==> src/rtl/rsa_pkg.sv <==
// rsa_pkg: key width, counter width and FSM state shared by the RSA datapath stages.
package rsa_pkg;
    localparam int KEY_W = 256;
    localparam int CNT_W = 8;
    typedef enum logic [1:0] {S_IDLE, S_CALC, S_DONE} state_t;
endpackage

==> src/rtl/mod_product.sv <==
// mod_product: computes a * 2^KEY_W mod N by KEY_W iterated double-and-conditional-subtract steps.
module mod_product #(
    parameter int KEY_W = rsa_pkg::KEY_W
) (
    input  logic             i_clk,
    input  logic             i_rst,
    input  logic             i_start,
    input  logic [KEY_W-1:0] i_n,
    input  logic [KEY_W-1:0] i_a,
    output logic [KEY_W-1:0] o_result,
    output logic             o_finished
);
    import rsa_pkg::*;

    state_t             r_state, w_state_nx;
    logic [KEY_W:0]     r_t, w_t_nx, w_d, w_n_ext;
    logic [KEY_W-1:0]   r_n, w_n_nx, w_res_nx;
    logic [CNT_W-1:0]   r_cnt, w_cnt_nx;
    logic               w_start, w_calc, w_done, w_last;

    assign w_start = (r_state == S_IDLE) && i_start;
    assign w_calc  = (r_state == S_CALC);
    assign w_done  = (r_state == S_DONE);
    assign w_last  = r_cnt == CNT_W'(KEY_W - 1);
    // t is kept one bit wider so 2*t cannot overflow even when N = 2^KEY_W-1
    assign w_d     = {r_t[KEY_W-1:0], 1'b0};
    assign w_n_ext = {1'b0, r_n};

    always_comb begin
        w_state_nx = r_state;
        case (r_state)
            S_IDLE:  w_state_nx = i_start ? S_CALC : S_IDLE;
            S_CALC:  w_state_nx = w_last ? S_DONE : S_CALC;
            S_DONE:  w_state_nx = S_IDLE;
            default: w_state_nx = S_IDLE;
        endcase
    end

    always_comb begin
        w_n_nx   = w_start ? i_n : r_n;
        w_t_nx   = w_start ? {1'b0, i_a}
                 : w_calc  ? ((w_d >= w_n_ext) ? w_d - w_n_ext : w_d)
                 : r_t;
        w_cnt_nx = w_start ? '0 : w_calc ? r_cnt + 1'b1 : r_cnt;
        w_res_nx = w_done ? r_t[KEY_W-1:0] : o_result;
    end

    always_ff @(posedge i_clk or posedge i_rst) begin
        if (i_rst) begin
            r_state    <= S_IDLE;
            r_t        <= '0;
            r_n        <= '0;
            r_cnt      <= '0;
            o_result   <= '0;
            o_finished <= 1'b0;
        end else begin
            r_state    <= w_state_nx;
            r_t        <= w_t_nx;
            r_n        <= w_n_nx;
            r_cnt      <= w_cnt_nx;
            o_result   <= w_res_nx;
            o_finished <= w_done;
        end
    end
endmodule
==> config.mk <==
export PLATFORM = sky130hd
export DESIGN_NAME = mod_product
export DESIGN_NICKNAME = d
export VERILOG_FILES = /design/src/rtl/rsa_pkg.sv /design/src/rtl/mod_product.sv
export SDC_FILE = /design/constraint.sdc
export NUM_CORES = 2
export LEC_CHECK = 0
export CORE_AREA = 2 2 335 337
export DETAILED_ROUTE_END_ITERATION = 10
export DIE_AREA = 0 0 337 339
export HOLD_SLACK_MARGIN = 0.08
export PLACE_DENSITY = 0.7
export SYNTH_ARGS = -nofsm -noshare
export SYNTH_HDL_FRONTEND = slang
export SYNTH_SLANG_ARGS = --single-unit
==> constraint.sdc <==
create_clock -name i_clk -period 60.9 [get_ports i_clk]
set_clock_uncertainty 0.1 [all_clocks]
set_input_delay 12.18 -clock i_clk [delete_from_list [all_inputs] [get_ports i_clk]]
set_output_delay 12.18 -clock i_clk [all_outputs]
set_load 0.01 [all_outputs]
After elaboration in Yosys (flattened, before gate mapping)

Cells that the tools add are included.

Input port bits: 515
Register bits after elaboration: 779
Logic and storage cells: 23
Output and inout port bits: 257

Reduce and logical (&&, ||, !) cells: 3
Multiplexer cells: 8
$lt $le $gt $ge: 1
Eq/ne operators: 3
$add $sub $neg: 2

Operator list:

| kind                | count |
|---|---|
| $mux 256            | 3 |
| $ge 257x256->1      | 1 |
| $sub 256x256->256   | 1 |
| $mux 8              | 2 |
| $add 8x1->8 const B | 1 |
| $eq 8x8->1 const B  | 1 |
| $pmux 2 s2          | 1 |
| $eq 2x1->1 const B  | 1 |
| $eq 2x2->1 const B  | 1 |
| $logic_not 2->1     | 1 |
| $mux 2              | 1 |
| $reduce_bool 2->1   | 1 |
| $logic_and 1x1->1   | 1 |
| $mux 1              | 1 |

Depth between registers and ports, before layout

Word-level depth: 4
Mapped depth: 21
Depth with buffers taken out: 17

Worst setup path before layout

OpenSTA, ideal clock, no wires.

Kind: input -> register
Start: in i_start
End: reg r_t[242]
Data required time: 60.705 ns
Library setup time: 0.095 ns
Arrival time: 13.601 ns
Stages: 7
Path buffers: 3
Path slack: 47.104 ns
Cells stage by stage: clkbuf_1 nor2_1 nor2_1 clkbuf_1 clkbuf_1 o221ai_1 o31ai_1

Word-level cells in the longest chain between the ends: 2
Elaborated cells between the ends (all ways): 3
Those cells by class: mux (1); reduce/logical (2)

RTL lines:

| item                                          | line              | RTL |
|---|---|---|
| from (decl)                                   | mod_product.sv:7  | `input logic i_start,` |
| $logic_and 1x1->1 (*)                         | mod_product.sv:21 | `assign w_start = (r_state == S_IDLE) && i_start;` |
| $mux 256 or $reduce_bool 2->1 (tied branches) | --                |  |
| to (signal assigned)                          | mod_product.sv:58 | `r_t <= w_t_nx;` |
| to (decl)                                     | mod_product.sv:16 | `logic [KEY_W:0] r_t, w_t_nx, w_d, w_n_ext;` |

Mark *: on every way between the ends. The rest lies on a longest branch, timed or not.
A chain may end at the register's enable or synchronous reset.

Worst setup path in the final report

Start: in i_start
End: reg r_t[253]

The elaborated chain is that of the path after synthesis.

==> qor.yml <==
status:
  outcome: "complete, no violations"
grt:
  grt_max_degree: 243
  grt_pass1_vias: 52717
  grt_antenna_before_repair: 14
  grt_pass1_wl_um: 341000
  grt_usage_pct: 39.7
  grt-ovfl-total: 0
critical_path:
  crit_required_ps: 61390
  start_kind: "primary input"
  cp-end-kind: "flip-flop"
  cp.arrival_ps: 16270
  reg2reg_depth: 17
  criticalPathCategory: "primary input to flip-flop"
  crit_fanout: 242
hold_path:
  hp-class: "flip-flop to flip-flop"
  hold_depth: 2
timing:
  setup_ws_ps: 45120
  finalCriticalPeriod_ps: 15780
  worstMarginPinSlew_ps: 1370
  rsz0062_at_grt: "false"
  setup-tns-final_ps: 0
  min_period_over_period_pct: 25.9
  slew_viol_final: 0
  setup_viol: 0
  fmax_mhz: 63.4
  slew_headroom_pct: 8.48
  hold_violations: 0
route:
  drc: 0
  routed-via-count: 54603
  ant_nets: 0
  vias_per_cell: 6.15
  wl_um: 233000
  wl_per_cell_um: 26.3
  drt_first_iter_violations: 5530
  first_pass_iters: 9
clock_tree:
  insertion_delay_ps: 710
  path_clk_slew_ps: 60
  hold_buffers: 0
  numCtsBuffers: 87
  cts_tree: "yes"
  cts_buffer_depth: 3
  cts.sinks: 779
  root_buffer: "clkbuf_16"
  cts_setup_buffers: 0
  h-tree-depth: 3
  cts-resized-gates: 0
floorplanning:
  row_count: 122
  initial_core_util_pct: 46.7
  fp.dieW_um: 337
  core_um2: 110000
  die_h_um: 339
  ios: 772
  die-area_um2: 114000
power_and_ir_drop:
  swShare_pct: 44.7
  p_int_uw: 1210
  p_switching_uw: 973
  clockPowerShare_pct: 25.4
  p_per_area_nw_per_um2: 34.6
  p_leak_uw: 0.0286
  seq_power_share_pct: 32.6
  vdd_drop_max_mv: 0.0246
  pwr-share-comb_pct: 42.0
synth:
  async_reset_ff_share_pct: 100
  synth_warnings: 0
  ys_seq_area_share_pct: 37.8
  synth_ff_type: "dfrtp_1"
  syn_inst: 6810
  ys_types: 96
  synth_fp_nets: 7583
  synth_edf_count: 0
  syn_area_per_cell_um2: 7.56
  ys_seq_elements: 779
  syn_area_um2: 51500
placement:
  port_buffers: 771
  pre_cts_slack_ps: 44440
  dp_hpwl_um: 180000
  place.gp.congestion: 1.07
  placed_area_um2: 60000
cells_and_area:
  layout.cells.most_common: "nand2_1"
  register_area_um2: 19500
  final_nets: 8085
  final_util_pct: 57.0
  final_cell_mix: "nand2_1 (1638), dfrtp_1 (777), clkdlybuf4s50_1 (771)"
  nFillCells: 10420
  drive_above_1_share_pct: 3.52
  area_delta_synth_final_pct: 22.2
  multi_input_area_um2: 29200
  post-route-cell-area_um2: 62900
flow_run:
  maxCapViolCount: 0
## flip-flops by register name (all words and copies together), names as in the netlist
signal,count
r_state,2
r_n,256
r_t,256
o_result,256
o_finished,1
r_cnt,8
## metal layers
metal / track usage, % / up-vias / share of wire [%]
li1: - / 24659 / -
met2: 63.7 / 2863 / 46
met1: 50.6 / 26483 / 39
met4: 21.4 / 12 / 6.0
met5: 0 / - / 0.036
met3: 7.33 / 586 / 8.8
## Yosys cell counts, drive strengths merged (77+ instances only)
master     n  share of area [%]
nor3      77               0.76
dfrtp    779                 38
ha       257                6.2
a22oi     79                1.2
o21bai    80                1.2
a21o      95                1.4
xor2      92                1.6
buf       77               0.79
clkbuf   330                2.4
inv      344                2.5
nor2     479                3.5
o21ai    779                7.6
nand2   1641                 12
xnor2    142                2.4
a21oi    688                6.7
o22ai    122                1.5
nand4    153                1.9
## metrics by stage
| stage | power (uW) | hold slack (ps) | instances |
|---|---|---|---|
| after global routing | 2290 | 392 | 8874 |
| after detailed placement | 1600 | 362 | 8711 |
| after global placement | 1600 | 360 | 8711 |
| after CTS | 2160 | 377 | 8869 |
| final | 2180 | 374 | 8876 |
| after floorplan | 1300 | 348 | 6810 |
## critical path, cell delays in order
cell	delay, ps
clkdlybuf4s50_1	970
nand2_1	110
buf_4	310
nor2_4	120
buf_4	650
buf_12	550
buf_4	780
a21oi_1	80
nor2_1	130
a21oi_1	60
o31ai_1	100
## worst paths after layout
path / start / to / slack, ps
min in group asynchronous: i_rst / o_result[74]$_DFFE_PP0P_ / 11960
max in group asynchronous: i_rst / r_t[224]$_DFFE_PP0P_ / 46270
worst min register to register: o_result[186]$_DFFE_PP0P_ / o_result[186]$_DFFE_PP0P_ / 370
worst max register to register: r_t[3]$_DFFE_PP0P_ / r_t[251]$_DFFE_PP0P_ / 53370
worst max-delay path: i_start / r_t[253]$_DFFE_PP0P_ / 45120
worst min-delay path: o_result[186]$_DFFE_PP0P_ / o_result[186]$_DFFE_PP0P_ / 370
## logic make-up after synthesis
logic type | share of synthesized area (%)
buffers and inverters | 5.70
XOR/XNOR | 3.98
adder cells (fa/ha/maj) | 6.28
AND/OR/NAND/NOR | 20.8
flip-flops | 37.8
multiplexers | 0.155
AO/OA/AOI/OAI | 25.3
## layout make-up
class | instances | area share (%)
clock inverter | 38 | 0.682
antenna | 7 | 0.0278
inverter | 344 | 2.08
clock buffer | 120 | 3.99
sequential | 779 | 31.0
multi-input combinational | 5280 | 46.3
timing repair buffer | 820 | 12.9
tap | 1488 | 2.96
## power by group through the flow
stage	registers [uW]	logic [uW]	clock network, uW
floorplan	663	632	0
global placement	712	884	0
global route	716	997	579
detailed placement	713	889	0
finish	711	914	555
CTS	704	894	558
(Power assumes the default switching activity.)
